File: config.mk
export PLATFORM = sky130hd
export DESIGN_NAME = vend_ctrl_flat
export DESIGN_NICKNAME = d
export VERILOG_FILES = /design/src/rtl/vend_ctrl_if.sv /design/src/rtl/vend_ctrl.sv /design/src/flat_wrapper.sv
export SDC_FILE = /design/constraint.sdc
export NUM_CORES = 1
export LEC_CHECK = 0
export ABC_AREA = 1
export BUFFER_PORTS_ARGS = -buffer_cell sky130_fd_sc_hd__buf_2
export CELL_PAD_IN_SITES_DETAIL_PLACEMENT = 1
export CELL_PAD_IN_SITES_GLOBAL_PLACEMENT = 1
export CORE_AREA = 2 2 105 56
export CTS_BUF_LIST = sky130_fd_sc_hd__clkbuf_16
export CTS_CLUSTER_DIAMETER = 40
export DETAILED_ROUTE_END_ITERATION = 7
export DIE_AREA = 0 0 107 58
export PLACE_DENSITY = 0.87
export SLEW_MARGIN = 30
export SYNTH_ARGS = -nofsm -noshare
export SYNTH_HDL_FRONTEND = slang
export SYNTH_SLANG_ARGS = --single-unit
export TNS_END_PERCENT = 30
File: constraint.sdc
create_clock -name clk -period 10.3 [get_ports clk]
set_input_delay 0.515 -clock clk [delete_from_list [all_inputs] [get_ports clk]]
set_output_delay 0.515 -clock clk [all_outputs]
set_load 0.005 [all_outputs]
File: src/rtl/vend_ctrl_if.sv
// rtl/vend_ctrl_if.sv - coin/select inputs and display/lamp outputs of the vending controller
interface vend_ctrl_if #(
    parameter int CREDIT_W = 7
);
    logic                coin_u;
    logic                coin_d;
    logic                coin_c;
    logic                cancel;
    logic                sel;
    logic                fseg;
    logic [3:0]          m0;
    logic [3:0]          m1;
    logic [CREDIT_W-1:0] h;
    logic                b1;
    logic                b0;
    logic                ref_lamp;
    logic                coin_rej;
    logic                busy;

    modport master (
        output coin_u, coin_d, coin_c, cancel, sel, fseg,
        input  m0, m1, h, b1, b0, ref_lamp, coin_rej, busy
    );

    modport slave (
        input  coin_u, coin_d, coin_c, cancel, sel, fseg,
        output m0, m1, h, b1, b0, ref_lamp, coin_rej, busy
    );
endinterface

File: src/rtl/vend_ctrl.sv
// rtl/vend_ctrl.sv - parametrised vending controller: binary credit, two products, change, refund
module vend_ctrl #(
    parameter int PRICE_A    = 12,
    parameter int PRICE_B    = 9,
    parameter int COIN_U     = 1,
    parameter int COIN_D     = 2,
    parameter int COIN_C     = 5,
    parameter int MAX_CREDIT = 20,
    parameter int CREDIT_W   = 7,
    parameter int HOLD_TICKS = 2
) (
    input  logic         clk,
    input  logic         reset_n,
    vend_ctrl_if.slave   bus
);

    localparam int SW = CREDIT_W + 1;
    localparam int TW = (HOLD_TICKS < 1) ? 1 : $clog2(HOLD_TICKS + 1);

    typedef enum logic [2:0] {
        S_IDLE   = 3'd0,
        S_CREDIT = 3'd1,
        S_VEND   = 3'd2,
        S_REFUND = 3'd3
    } state_t;

    state_t              state;
    logic [CREDIT_W-1:0] credit;
    logic [TW-1:0]       tick_cnt;

    // Coin vectors are ordered {c, d, u}
    logic [2:0] coin_s1, coin_s2, coin_s3;
    logic       cancel_s1, cancel_s2, cancel_s3;
    logic       sel_s1, sel_s2;

    always_ff @(posedge clk or negedge reset_n) begin
        if (!reset_n) begin
            coin_s1   <= '0;
            coin_s2   <= '0;
            coin_s3   <= '0;
            cancel_s1 <= 1'b0;
            cancel_s2 <= 1'b0;
            cancel_s3 <= 1'b0;
            sel_s1    <= 1'b0;
            sel_s2    <= 1'b0;
        end else begin
            coin_s1   <= {bus.coin_c, bus.coin_d, bus.coin_u};
            coin_s2   <= coin_s1;
            coin_s3   <= coin_s2;
            cancel_s1 <= bus.cancel;
            cancel_s2 <= cancel_s1;
            cancel_s3 <= cancel_s2;
            sel_s1    <= bus.sel;
            sel_s2    <= sel_s1;
        end
    end

    logic [2:0]          coin_rise;
    logic                cancel_rise;
    logic                coin_any;
    logic                coin_multi;
    logic [SW-1:0]       coin_val;
    logic [SW-1:0]       sum_w;
    logic                fits;
    logic [CREDIT_W-1:0] credit_sum;
    logic [CREDIT_W-1:0] price;
    logic [3:0]          sum_m1;
    logic [3:0]          sum_m0;

    assign coin_rise   = coin_s2 & ~coin_s3;
    assign cancel_rise = cancel_s2 & ~cancel_s3;
    assign coin_any    = |coin_rise;
    assign coin_multi  = (coin_rise[0] & coin_rise[1]) |
                         (coin_rise[0] & coin_rise[2]) |
                         (coin_rise[1] & coin_rise[2]);

    // Highest-priority coin wins; the losers only contribute to coin_rej
    always_comb begin
        coin_val = '0;
        if (coin_rise[0])      coin_val = SW'(COIN_U);
        else if (coin_rise[1]) coin_val = SW'(COIN_D);
        else if (coin_rise[2]) coin_val = SW'(COIN_C);
    end

    assign sum_w      = {1'b0, credit} + coin_val;
    assign fits       = (sum_w <= SW'(MAX_CREDIT));
    assign credit_sum = sum_w[CREDIT_W-1:0];
    assign sum_m1     = 4'(credit_sum / CREDIT_W'(10));
    assign sum_m0     = 4'(credit_sum % CREDIT_W'(10));
    assign price      = sel_s2 ? CREDIT_W'(PRICE_A) : CREDIT_W'(PRICE_B);

    always_ff @(posedge clk or negedge reset_n) begin
        if (!reset_n) begin
            state        <= S_IDLE;
            credit       <= '0;
            tick_cnt     <= '0;
            bus.m0       <= 4'd0;
            bus.m1       <= 4'd0;
            bus.h        <= '0;
            bus.b1       <= 1'b0;
            bus.b0       <= 1'b0;
            bus.ref_lamp <= 1'b0;
            bus.coin_rej <= 1'b0;
            bus.busy     <= 1'b0;
        end else begin
            bus.coin_rej <= coin_multi;
            case (state)
                S_IDLE: begin
                    tick_cnt <= '0;
                    if (coin_any) begin
                        if (fits) begin
                            credit <= credit_sum;
                            bus.m1 <= sum_m1;
                            bus.m0 <= sum_m0;
                            state  <= S_CREDIT;
                        end else begin
                            bus.coin_rej <= 1'b1;
                        end
                    end
                end

                S_CREDIT: begin
                    tick_cnt <= '0;
                    if (cancel_rise) begin
                        bus.coin_rej <= coin_any;
                        bus.h        <= credit;
                        bus.ref_lamp <= 1'b1;
                        bus.busy     <= 1'b1;
                        state        <= S_REFUND;
                    end else if (credit >= price) begin
                        // Any coin landing on the vend cycle is bounced rather than banked
                        bus.coin_rej <= coin_any;
                        bus.h        <= credit - price;
                        bus.b1       <= sel_s2;
                        bus.b0       <= ~sel_s2;
                        bus.busy     <= 1'b1;
                        state        <= S_VEND;
                    end else if (coin_any) begin
                        if (fits) begin
                            credit <= credit_sum;
                            bus.m1 <= sum_m1;
                            bus.m0 <= sum_m0;
                        end else begin
                            bus.coin_rej <= 1'b1;
                        end
                    end
                end

                S_VEND, S_REFUND: begin
                    bus.coin_rej <= coin_any;
                    if (tick_cnt == TW'(HOLD_TICKS)) begin
                        state        <= S_IDLE;
                        credit       <= '0;
                        tick_cnt     <= '0;
                        bus.m0       <= 4'd0;
                        bus.m1       <= 4'd0;
                        bus.h        <= '0;
                        bus.b1       <= 1'b0;
                        bus.b0       <= 1'b0;
                        bus.ref_lamp <= 1'b0;
                        bus.busy     <= 1'b0;
                    end else if (bus.fseg) begin
                        tick_cnt <= tick_cnt + TW'(1);
                    end
                end

                default: begin
                    state        <= S_IDLE;
                    credit       <= '0;
                    tick_cnt     <= '0;
                    bus.m0       <= 4'd0;
                    bus.m1       <= 4'd0;
                    bus.h        <= '0;
                    bus.b1       <= 1'b0;
                    bus.b0       <= 1'b0;
                    bus.ref_lamp <= 1'b0;
                    bus.coin_rej <= 1'b0;
                    bus.busy     <= 1'b0;
                end
            endcase
        end
    end

endmodule

File: src/flat_wrapper.sv
// flat-port wrapper written by rule: the top's interface ports become plain ports
module vend_ctrl_flat 
#(
    parameter int PRICE_A    = 12,
    parameter int PRICE_B    = 9,
    parameter int COIN_U     = 1,
    parameter int COIN_D     = 2,
    parameter int COIN_C     = 5,
    parameter int MAX_CREDIT = 20,
    parameter int CREDIT_W   = 7,
    parameter int HOLD_TICKS = 2
)
  (clk, reset_n, bus_coin_u, bus_coin_d, bus_coin_c, bus_cancel, bus_sel, bus_fseg, bus_m0, bus_m1, bus_h, bus_b1, bus_b0, bus_ref_lamp, bus_coin_rej, bus_busy);
  vend_ctrl_if #(.CREDIT_W(CREDIT_W)) bus_i ();
  input  logic clk;
  input  logic reset_n;
  input wire logic [$bits(bus_i.coin_u)-1:0] bus_coin_u;
  input wire logic [$bits(bus_i.coin_d)-1:0] bus_coin_d;
  input wire logic [$bits(bus_i.coin_c)-1:0] bus_coin_c;
  input wire logic [$bits(bus_i.cancel)-1:0] bus_cancel;
  input wire logic [$bits(bus_i.sel)-1:0] bus_sel;
  input wire logic [$bits(bus_i.fseg)-1:0] bus_fseg;
  output wire logic [$bits(bus_i.m0)-1:0] bus_m0;
  output wire logic [$bits(bus_i.m1)-1:0] bus_m1;
  output wire logic [$bits(bus_i.h)-1:0] bus_h;
  output wire logic [$bits(bus_i.b1)-1:0] bus_b1;
  output wire logic [$bits(bus_i.b0)-1:0] bus_b0;
  output wire logic [$bits(bus_i.ref_lamp)-1:0] bus_ref_lamp;
  output wire logic [$bits(bus_i.coin_rej)-1:0] bus_coin_rej;
  output wire logic [$bits(bus_i.busy)-1:0] bus_busy;
  assign bus_i.coin_u = bus_coin_u;
  assign bus_i.coin_d = bus_coin_d;
  assign bus_i.coin_c = bus_coin_c;
  assign bus_i.cancel = bus_cancel;
  assign bus_i.sel = bus_sel;
  assign bus_i.fseg = bus_fseg;
  assign bus_m0 = bus_i.m0;
  assign bus_m1 = bus_i.m1;
  assign bus_h = bus_i.h;
  assign bus_b1 = bus_i.b1;
  assign bus_b0 = bus_i.b0;
  assign bus_ref_lamp = bus_i.ref_lamp;
  assign bus_coin_rej = bus_i.coin_rej;
  assign bus_busy = bus_i.busy;
  vend_ctrl #(.PRICE_A(PRICE_A), .PRICE_B(PRICE_B), .COIN_U(COIN_U), .COIN_D(COIN_D), .COIN_C(COIN_C), .MAX_CREDIT(MAX_CREDIT), .CREDIT_W(CREDIT_W), .HOLD_TICKS(HOLD_TICKS)) u_core (.clk(clk), .reset_n(reset_n), .bus(bus_i));
endmodule
# Word-level counts from Yosys, hierarchy flattened
# Cells that the tools add are included.
# totals
regBits	46
in_bits	8
out_inout_bits	20
wordCells	108
# classes
addsub	3
div	2
order_cmp	2
eq_ne	13
n_mux	50
bitwise_logic	11
reduce_logical	8
# ops
op	count
$mux 7	7
$pmux 7 s3	2
$mux 4	9
$pmux 4 s3	2
$mux 3	7
$mux 8	2
$pmux 1 s3	5
$mux 1	12
$ne 2x1->1 const B	5
$pmux 3 s3	1
$reduce_and 3->1	3
$add 7x8->8	1
$le 8x5->1 const B	1
$reduce_and 4->1	2
$div 7x4->7 const B	1
$ge 7x7->1	1
$mod 7x4->7 const B	1
$sub 7x7->7	1
$eq 3x2->1 const B	2
$mux 2	3
$and 1x1->1	4
$ne 2x2->1 const B	2
$and 3x3->3	1
$eq 3x1->1 const B	1
other kinds (10)	13

# Logic depth before layout (Yosys ltp)
# Gate-level depths: netlist of the first run.
# depth
depth_word	12
mapped_depth	36
depth_no_buf	36

# Worst setup path after synthesis of the first run
# No wires, ideal clock.
# synth_path
path_kind	register to register
start	register u_core.coin_s3[2]
end	register u_core.bus.m0[2]
setup_ns	0.117
arrival_ns	3.615
t_required_ns	10.183
path_slack_ns	6.567
path_stages_with_launch	34
n_path_buf	0
period_less_slack_ns	3.733
cell_sequence	dfrtp_1 nor2_1 inv_1 o21ai_0 ha_1 inv_1 fa_1 inv_1 nand2_1 nand2_1 nand2_1 xor2_2 inv_2 ha_1 inv_1 nand2_4 nand3_1 nand3_2 nand2_4 nand2_2 nand2_1 nand2_1 inv_2 nand2_2 nand2_2 nand2_1 nand2_1 clkinv_1 ha_1 nand3b_2 nand3_2 nand2_1 nand3_1 nand2_1
# synth_between
elab_chain_cells	12
elab_cells_between_ends	14
cone_classes	add/sub: 1; div: 1; order compare: 1; mux: 8; bitwise: 2; reduce/logical: 1
# synth_rtl
element	line	source
start, declared	vend_ctrl.sv:32	logic [2:0] coin_s1, coin_s2, coin_s3;
start signal, assigned	vend_ctrl.sv:49	coin_s3 <= coin_s2;
$not 3->3 (*)	vend_ctrl.sv:70	assign coin_rise = coin_s2 & ~coin_s3;
$and 3x3->3 (*)	vend_ctrl.sv:70	
$mux 3	vend_ctrl.sv:82	else if (coin_rise[2]) coin_val = SW'(COIN_C);
$mux 8	vend_ctrl.sv:81	else if (coin_rise[1]) coin_val = SW'(COIN_D);
$mux 8	vend_ctrl.sv:80	if (coin_rise[0]) coin_val = SW'(COIN_U);
$add 7x8->8	vend_ctrl.sv:85	assign sum_w = {1'b0, credit} + coin_val;
$mod 7x4->7 or $le 8x5->1 (tied branches)	vend_ctrl.sv:89, vend_ctrl.sv:86	
$mux 4	vend_ctrl.sv:111, vend_ctrl.sv:139	
$mux 4 (*)	vend_ctrl.sv:138	end else if (coin_any) begin
$mux 4	vend_ctrl.sv:130	end else if (credit >= price) begin
$mux 4	vend_ctrl.sv:124	if (cancel_rise) begin
$pmux 4 s3 (*)	vend_ctrl.sv:107	case (state)
end signal, assigned	vend_ctrl.sv:114	bus.m0 <= sum_m0;
end signal, assigned	vend_ctrl.sv:142	bus.m0 <= sum_m0;
end, declared	vend_ctrl_if.sv:27	output m0, m1, h, b1, b0, ref_lamp, coin_rej, busy
# Every way passes the cells marked *; elsewhere a longest branch is shown, timed or not. The select of a mux whose other input is x is not followed.
# A chain may end at the register's enable or synchronous reset.

# Worst setup path in the final report of the first run
# layout_path
start	register u_core.coin_s3[2]
end	register u_core.bus.m0[1]
# The elaborated chain is that of the path after synthesis.

==> flow_summary.json, run 1 <==
{
  "cts_hold_buf": 0,
  "die_height_um": 58,
  "finalSetupViolCount": 0,
  "port_buffers": 27,
  "initial_core_util_pct": 45.67,
  "die-area_um2": 6206,
  "seq_area_frac_synth_pct": 45.48,
  "synth_common_cells": "nand2_1, dfrtp_1, inv_1",
  "crit_path_end": "u_core.bus.m0[1]",
  "post-place-ws_ns": 5.907,
  "antenna_cells": 0,
  "tightest_slew_ns": 0.7475,
  "regToRegStartpoint": "u_core.coin_s3[2]",
  "worstSetupPathType": "reg -> reg",
  "dp_hpwl_mm": 4.747,
  "yosysUniqueCellTypes": 36,
  "crit_fanout": 6,
  "layout-drive-gt1-share_pct": 20.25,
  "synth.avg_cell_area_um2": 8.263,
  "first_iter_violations": 114,
  "cts_setup_buffers": 0,
  "numPlacedInstances": 391,
  "antenna_left": 0,
  "path_clk_slew_ns": 0.06,
  "hold_violations": 0,
  "yosys-top-cells-area": "dfrtp_1, nand2_1, inv_1, ha_1, nor2_1",
  "via_per_inst": 5.093,
  "clock-sinks": 44,
  "dr.pass1.iters": 4,
  "areaGrowthSynthToFinish_pct": 14.78,
  "wl_per_cell_um": 15.43,
  "crit_path_start": "u_core.coin_s3[2]",
  "slowest_stage": "fa_1",
  "clockRootBuffer": "clkbuf_16",
  "nets": 343,
  "ys_warn_count": 0,
  "finClkSkew_ns": 0.007179,
  "yosysTopAreaCell": "dfrtp_1",
  "worst_r2r_path_depth": 34,
  "cp-end-kind": "flip-flop",
  "antenna_found_initial": 0,
  "hold_slack_ns": 0.2195,
  "arrival_ns": 4.64,
  "grt_max_degree": 45,
  "fin_cells": 399,
  "synth_top_cell_area_share_pct": 45.48,
  "io_pins": 28,
  "yosysMostFrequentCell": "nand2_1",
  "grt_pass1_vias": 2110,
  "power.density_nw_per_um2": 224.8,
  "synth_edf_count": 0,
  "synth-seq-cells": 44,
  "grt_usage_pct": 22.37,
  "cp_slowest_stage_delay_ns": 0.38,
  "fin_ws_ns": 5.887,
  "remaining_drc_errors": 0,
  "placed_cell_area_um2": 2636,
  "setup_tns_ns": 0,
  "fmax_mhz": 226.6,
  "finalCritPeriodShare_pct": 42.84,
  "fillerInstances": 660,
  "r2r-end": "u_core.bus.m0[1]",
  "p_total_mw": 0.6247,
  "clk_path_buf_depth": 2,
  "cts_tree": "done",
  "rows": 19,
  "syn_inst": 293,
  "fp.dieW_um": 107,
  "status": "finished clean",
  "max_slew_margin_pct": 49.64,
  "fin_util_pct": 52.42,
  "vias": 2032,
  "reg2reg_slack_ns": 5.89,
  "hold_class": "in -> async",
  "place_congestion": 0.8789,
  "critical_path_required_ns": 10.53,
  "fin_area_um2": 2779,
  "yosys_most_used_dff": "dfrtp_1",
  "numCtsBuffers": 5,
  "worstSkewPairLatency_ns": 0.29,
  "overflow": 0,
  "fin_crit_ns": 4.413,
  "synthesis.nets": 311,
  "wl_mm": 6.157,
  "cts_max_level": 2,
  "syn-cell-area_um2": 2421,
  "p_leak_nw": 1.548,
  "irDropWorstVdd_mv": 0.09731,
  "cp-start-kind": "flip-flop",
  "async_flop_share_pct": 100.0,
  "drv_slew": 0,
  "drv_cap": 0,
  "grt_pass1_wl_mm": 10.66,
  "cts.repair.resized": 0,
  "cp_common_cell": "nand2_1",
  "rsz0062_at_grt": "false",
  "coreArea_um2": 5301
}
[cell families (layout without fill, tap and decap cells)]
family	count (synthesis)	after routing	share of synthesized area (%)
fa+ha+maj	10	10	5.478
compound gates	36	36	9.871
flops	44	44	45.48
xor+xnor	7	7	3.152
buf+inv	52	85	8.475
simple gates	144	144	27.54
[critical path: cells and delay by family, from the launching register on]
kind / cells / cell delay [ns]
compound gates: 1 / 0.22
buf+inv: 6 / 0.46
fa+ha+maj: 4 / 1.00
xor+xnor: 1 / 0.27
flops: 1 / 0.36
simple gates: 22 / 2.05
[metal layers]
layer,global-route usage (%),part of all wire (%),up-vias,wire length (um)
li1,-,-,993,-
met1,33.26,50,964,3099
met2,34.30,42,69,2594
met3,4.949,6.8,6,418
met4,3.896,0.71,0,44
met5,0,0,-,0
[layout make-up]
class	instances	area, um^2	area share [%]
multi-input cells	197	1115	40.12
clock buffers	5	125.1	4.502
repair buffers	27	137.6	4.953
clock inverters	3	15.01	0.5403
flip-flops and latches	44	1101	39.62
well taps	73	91.34	3.287
inverters	50	193.9	6.979
[worst min-delay path by stage]
stage	slack (ns)	end	from	depth (start not counted)
3_3_place_gp	0.33	u_core.coin_s2[0]	u_core.coin_s1[0]	0
6_report	0.22	u_core.bus.busy	reset_n	1
3_5_place_dp	0.34	u_core.sel_s2	u_core.sel_s1	0
4_1_cts	0.33	u_core.coin_s1[1]	bus_coin_d	1
2_1_floorplan	0.22	u_core.bus.b0	reset_n	0
5_1_grt	0.26	u_core.bus.busy	reset_n	1
[sequential cells by signal (all words and copies together), names as in the netlist]
register,cells
u_core.bus.b0,1
u_core.bus.b1,1
u_core.bus.busy,1
u_core.bus.coin_rej,1
u_core.bus.h,7
u_core.bus.m0,3
u_core.bus.m1,4
u_core.bus.ref_lamp,1
u_core.cancel_s1,1
u_core.cancel_s2,1
u_core.cancel_s3,1
u_core.coin_s1,3
u_core.coin_s2,3
u_core.coin_s3,3
u_core.credit,7
u_core.sel_s1,1
u_core.sel_s2,1
u_core.state,2
u_core.tick_cnt,2
[power breakdown]
part	internal (mW)	switching [mW]	total, mW
registers	0.211	0.0288	0.240
logic	0.0797	0.150	0.230
clock network	0.0882	0.0666	0.155
[cells in the final DEF, fill, tap and decap left out]
cell	synthesis	final
clkbuf_16	0	5
xor2_1	4	4
clkinv_2	1	1
inv_2	5	5
ha_1	9	9
nand2_1	73	73
xnor2_1	1	1
a31o_2	1	1
a311oi_1	1	1
xor2_2	2	2
a22o_1	2	2
nor3_1	1	1
buf_2	0	26
nand3_2	5	5
nand2_2	10	10
o21ai_0	12	12
nor2_2	2	2
o31ai_1	2	2
clkinvlp_4	0	1
nand4_1	6	6
o21ai_1	2	2
buf_4	1	1
and2_1	1	1
a21oi_1	6	6
a41oi_1	1	1
o22ai_1	5	5
a32oi_1	1	1
nand2_4	3	3
clkinv_1	1	2
dfrtp_1	44	44
inv_1	42	43
o21bai_1	1	1
nand3_1	13	13
o21ai_4	2	2
fa_1	1	1
nor2_1	29	29
clkinv_4	1	1
nand3b_2	1	1
No activity file was read; power rests on OpenSTA's default activity.
==> run 2: changes to the inputs <==
Settings changed: CORE_AREA 2 2 105 56 to 2 2 115 61, DIE_AREA 0 0 107 58 to 0 0 117 63, PLACE_DENSITY 0.87 to 0.78.
Clock period 10.3 ns to 3.6 ns, I/O delays scaled along.
==> run 2 against run 1 <==
  * The run now ends with setup timing left
  * Cell area grew 20%
  * Clock power grew to 2.9 times the previous value
  * Routed wire length up 16%
  * Sequential cell count is the same
  * Critical endpoint unchanged
  * Non-clock buffer count increased by 43
  * First-iteration DRC count shrank 45%
  * Die area increased by 19%
  * Cell count is 16% higher
  * Count of clock-buffer cells in the layout unchanged
  * Clock skew down 0.0027 ns
  * Largest power group is now combinational logic
  * Highest routed layer unchanged
  * Via count increased by 9.4%
  * Largest cell class unchanged
  * Sequential share of layout area fell by 6.7 points
  * Critical path type unchanged
==> flow_summary.json, run 2 (same netlist as run 1, synthesis figures left out) <==
{
  "status": "finished with violations",
  "violations": "setup timing",
  "antenna_found_initial": 0,
  "via_per_inst": 4.822,
  "cp-start-kind": "flip-flop",
  "wl_per_cell_um": 15.53,
  "wl_mm": 7.160,
  "cts_max_level": 2,
  "fmax_mhz": 264.4,
  "p_int_mw": 1.183,
  "antenna_cells": 0,
  "fin_util_pct": 52.01,
  "grt_pass1_vias": 2328,
  "dr.pass1.iters": 4,
  "hold_class": "in -> reg",
  "place_congestion": 0.8355,
  "dp_hpwl_mm": 5.041,
  "cts_tree": "done",
  "swShare_pct": 39.64,
  "areaGrowthSynthToFinish_pct": 38.29,
  "pwr-share-comb_pct": 41.9,
  "clk_path_buf_depth": 2,
  "p_clk_share_pct": 23.3,
  "initial_core_util_pct": 37.61,
  "seqCellArea_um2": 1101,
  "overflow": 0,
  "io_pins": 28,
  "coreArea_um2": 6437,
  "layout-drive-gt1-share_pct": 36.59,
  "vias": 2223,
  "cp_slowest_stage_delay_ns": 0.36,
  "cp_common_cell": "inv_2",
  "power.density_nw_per_um2": 585.2,
  "critical-path-top-delay-family": "simple AND/OR/NAND/NOR gates",
  "rsz0062_at_grt": "true",
  "finalCritPeriodShare_pct": 105.1,
  "grt_pass1_wl_mm": 11.25,
  "drv_slew": 0,
  "critical_path_required_ns": 3.79,
  "p_seq_share_pct": 34.8,
  "crit_fanout": 5,
  "p_total_mw": 1.959,
  "port_buffers": 27,
  "nets": 386,
  "clock-sinks": 44,
  "final_common_cell": "nand2_1",
  "finalSetupViolCount": 4,
  "finClkSkew_ns": 0.004434,
  "irDropWorstVdd_mv": 0.3165,
  "clockRootBuffer": "clkbuf_16",
  "worstSkewPairLatency_ns": 0.29,
  "path_clk_slew_ns": 0.06,
  "grt_max_degree": 45,
  "drv_cap": 0,
  "remaining_drc_errors": 0,
  "tightest_slew_ns": 0.5875,
  "fin_crit_ns": 3.783,
  "reg_top3": "u_core.bus.h x7, u_core.credit x7, u_core.bus.m1 x4",
  "antenna_left": 0,
  "first_iter_violations": 63,
  "mostFrequentLayoutCells": "nand2_1, dfrtp_1, buf_4",
  "max_slew_margin_pct": 60.42,
  "critPathBufInv": 9,
  "worstSetupPathType": "reg -> reg",
  "setup_tns_ns": -0.5118,
  "reg2reg_slack_ns": -0.18,
  "slowest_stage": "dfrtp_1",
  "grt_usage_pct": 19.82,
  "p_leak_nw": 1.787,
  "hold_violations": 0,
  "cp-end-kind": "flip-flop",
  "fp.dieW_um": 117,
  "switchingPower_mw": 0.7766,
  "die-area_um2": 7371,
  "arrival_ns": 3.97,
  "multi_input_area_um2": 1305,
  "die_height_um": 63,
  "fin_ws_ns": -0.1827,
  "rows": 21,
  "fillerInstances": 749,
  "numCtsBuffers": 5
}
[run 2: final timing paths]
path                              startpoint                  to  cells after the start
min in group asynchronous            reset_n     u_core.bus.h[1]                      2
min reg2reg                 u_core.cancel_s1    u_core.cancel_s2                      0
max in group asynchronous            reset_n    u_core.bus.m1[2]                      2
max reg2reg                u_core.coin_s2[2]    u_core.bus.m0[1]                     35
min                                 bus_fseg  u_core.tick_cnt[1]                      3
max                        u_core.coin_s2[2]    u_core.bus.m0[1]                     35
[run 2: per-layer routing]
metal  track usage [%]  vias to the layer above  routed length [um]
met2             31.00                       51                3265
met1             28.02                     1086                3530
li1                  -                     1076                   -
met5                 0                        -                   0
met3             4.656                       10                 287
met4             4.118                        0                  77
[run 2: worst register-to-register path: cells and delay by family, from the launching register on]
kind / cells / cell delay, ns
xor+xnor: 1 / 0.16
compound gates: 2 / 0.34
fa+ha+maj: 4 / 0.83
flops: 1 / 0.36
buf+inv: 9 / 0.51
simple gates: 19 / 1.52
[run 2: power groups by stage]
| stage | sequential (mW) | combinational [mW] | clock [mW] |
|---|---|---|---|
| 2_1_floorplan | 0.680 | 0.435 | 0 |
| 3_3_place_gp | 0.680 | 0.678 | 0 |
| 3_5_place_dp | 0.687 | 0.708 | 0 |
| 4_1_cts | 0.679 | 0.764 | 0.470 |
| 5_1_grt | 0.695 | 0.927 | 0.491 |
| 6_report | 0.681 | 0.822 | 0.456 |
[run 2: layout make-up]
type                       count  area share, %
tap                           92          3.438
clock inverter                 3         0.7100
multi-input combinational    197          38.98
timing repair buffer          70          14.20
clock buffer                   5          3.737
sequential                    44          32.89
inverter                      50          6.054
[run 2: per-stage QoR]
step	worst slack [ns]	cells	instance area (um^2)	hold WS, ns
floorplan	0.008980	293	2451	-0.1156
global placement	-0.1908	432	2855	0.2875
detailed placement	-0.4026	432	2858	0.2156
CTS	-0.1803	456	3227	0.1917
global route	-0.4020	461	3348	0.2032
finish	-0.1827	461	3348	0.1889
[run 2: repair_timing]
item                                    4_1_cts  5_1_grt
gates cloned                                  0        0
endpoints found under the hold margin        49        0
resized for setup                            20       23
buffers inserted                             10        5
pin swaps                                    14       17
endpoints found under the setup margin        4       14
hold buffers                                  6        0
==> run 3: changes to the inputs <==
Settings changed: CORE_AREA 2 2 115 61 to 2 2 105 56, DIE_AREA 0 0 117 63 to 0 0 107 58, PLACE_DENSITY 0.78 to 0.87.
Clock period 3.6 ns to 4.7 ns, I/O delays scaled along.
==> run 3 against run 2 <==
  * The flow now finishes without violations
  * Global-route usage is 3.1 points higher
  * Clock skew grew 0.0024 ns
  * Worst setup slack better by 0.61 ns
  * Clock power decreased by 26%
  * Sequential cell count unchanged
  * Count of clock-buffer cells in the layout did not move
  * Sequential share of layout area rose by 6.3 points
  * Cell count shrank 13%
  * First-iteration DRC count is 32% higher
  * Hold slack got worse by 0.14 ns
  * Power fell by 30%
  * Critical endpoint unchanged
  * Largest cell class unchanged
  * Largest power group is now sequential cells
==> flow_summary.json, run 3 (same netlist as run 1, synthesis figures left out) <==
{
  "dr.pass1.iters": 4,
  "tightest_slew_ns": 0.7757,
  "wl_per_cell_um": 15.85,
  "io_pins": 28,
  "remaining_drc_errors": 0,
  "place_congestion": 0.8763,
  "finClkSkew_ns": 0.006884,
  "rows": 19,
  "die_height_um": 58,
  "crit_fanout": 6,
  "max_slew_margin_pct": 47.74,
  "highest_layer": "met4",
  "fp.dieW_um": 107,
  "nets": 345,
  "hold_class": "in -> reg",
  "drv_slew": 0,
  "cp_num_cells": 34,
  "coreArea_um2": 5301,
  "grt_pass1_wl_mm": 10.94,
  "dr_wl_met3_um": 340,
  "clock-sinks": 44,
  "fin_crit_ns": 4.268,
  "p_leak_nw": 1.559,
  "via_per_inst": 5.185,
  "initial_core_util_pct": 45.67,
  "path_clk_slew_ns": 0.06,
  "critical_path_required_ns": 4.93,
  "m1WireLength_mm": 3.184,
  "cts_max_level": 2,
  "clk_path_buf_depth": 2,
  "vias": 2079,
  "cp-end-kind": "flip-flop",
  "wl_met2_mm": 2.811,
  "critPathBufInv": 9,
  "arrival_ns": 4.50,
  "antenna_left": 0,
  "hold_slack_ns": 0.05388,
  "fillerInstances": 673,
  "fmax_mhz": 234.3,
  "slowest_stage": "fa_1",
  "irDropWorstVdd_mv": 0.1943,
  "overflow": 0,
  "die-area_um2": 6206,
  "hold_violations": 0,
  "drv_cap": 0,
  "worstSetupPathType": "reg -> reg",
  "setup_tns_ns": 0,
  "p_total_mw": 1.378,
  "cp_common_cell": "nand2_1",
  "wl_mm": 6.357,
  "finalSetupViolCount": 0,
  "numCtsBuffers": 5,
  "clockRootBuffer": "clkbuf_16",
  "areaGrowthSynthToFinish_pct": 16.07,
  "final_common_cell": "nand2_1",
  "worstSkewPairLatency_ns": 0.29,
  "mostFrequentLayoutCells": "nand2_1, dfrtp_1, inv_1",
  "grt_max_degree": 45,
  "critical-path-top-delay-family": "simple AND/OR/NAND/NOR gates",
  "antenna_found_initial": 0,
  "power.density_nw_per_um2": 490.3,
  "cp_slowest_stage_delay_ns": 0.39,
  "status": "finished clean",
  "layout-drive-gt1-share_pct": 20.73,
  "port_buffers": 27,
  "grt_usage_pct": 22.95,
  "worst_r2r_path_depth": 34,
  "dp_hpwl_mm": 4.867,
  "grt_pass1_vias": 2174,
  "cts_tree": "done",
  "cp-start-kind": "flip-flop",
  "reg_top3": "u_core.bus.h x7, u_core.credit x7, u_core.bus.m1 x4",
  "whs_path_depth": 1,
  "finalCritPeriodShare_pct": 90.81,
  "antenna_cells": 0,
  "first_iter_violations": 83
}
==> run 3: cell count changes in the layout (fill, tap and decap cells not counted), sizes merged <==
cell	before	now
clkinvlp	3	1
clkinv	3	4
inv	47	48
dlygate4sd3	6	1
buf	64	28
==> run 3: worst paths after layout <==
path / start / endpoint / slack (ns)
max: u_core.coin_s2[2] / u_core.bus.m0[1] / 0.43
min: bus_cancel / u_core.cancel_s1 / 0.05
max reg2reg: u_core.coin_s2[2] / u_core.bus.m0[1] / 0.43
min reg2reg: u_core.cancel_s1 / u_core.cancel_s2 / 0.35
max in group asynchronous: reset_n / u_core.cancel_s1 / 3.84
min in group asynchronous: reset_n / u_core.bus.busy / 0.48
==> run 3: worst reg2reg max path: cells and delay by family (launching register included) <==
kind | cells | cell delay (ns)
adder cells (fa/ha/maj) | 4 | 0.93
buffers and inverters | 9 | 0.61
XOR/XNOR | 1 | 0.20
AND/OR/NAND/NOR | 18 | 1.78
AO/OA/AOI/OAI | 2 | 0.35
flip-flops | 1 | 0.34
==> run 3: timing repair <==
| item | in CTS | in global routing |
|---|---|---|
| resized for setup | 0 | 3 |
| endpoints found under the setup margin | 0 | 2 |
| hold buffers | 0 | 1 |
| setup buffers | 0 | 1 |
| endpoints found under the hold margin | 0 | 44 |
==> run 3: layout make-up <==
type	count	area (um^2)	share of cell area (%)
timing repair buffer	29	155.1	5.521
clock buffer	5	125.1	4.452
multi-input combinational	197	1129	40.16
sequential	44	1101	39.18
clock inverter	3	15.01	0.5343
tap	73	91.34	3.250
inverter	50	193.9	6.901
==> run 3: power breakdown <==
group,total (mW),switching [mW],leakage [nW],internal [mW]
Combinational,0.510,0.334,0.927,0.176
Sequential,0.530,0.0673,0.563,0.463
Clock,0.338,0.144,0.0687,0.193
==> run 3: stage by stage <==
| stage | cell area, um^2 | instances | util, % | setup slack, ns |
|---|---|---|---|---|
| after detailed placement | 2636 | 391 | 49.73 | 0.4380 |
| final | 2810 | 401 | 53.01 | 0.4317 |
| after CTS | 2776 | 399 | 52.37 | 0.3615 |
| after global placement | 2636 | 391 | 49.73 | 0.7079 |
| after global routing | 2810 | 401 | 53.01 | -0.02786 |
| after floorplan | 2421 | 293 | - | 0.9671 |
==> run 3: metal layers <==
metal | track usage (%) | up-vias
li1 | - | 1001
met1 | 32.88 | 1016
met2 | 37.31 | 58
met3 | 4.837 | 4
met4 | 3.340 | 0
met5 | 0 | -
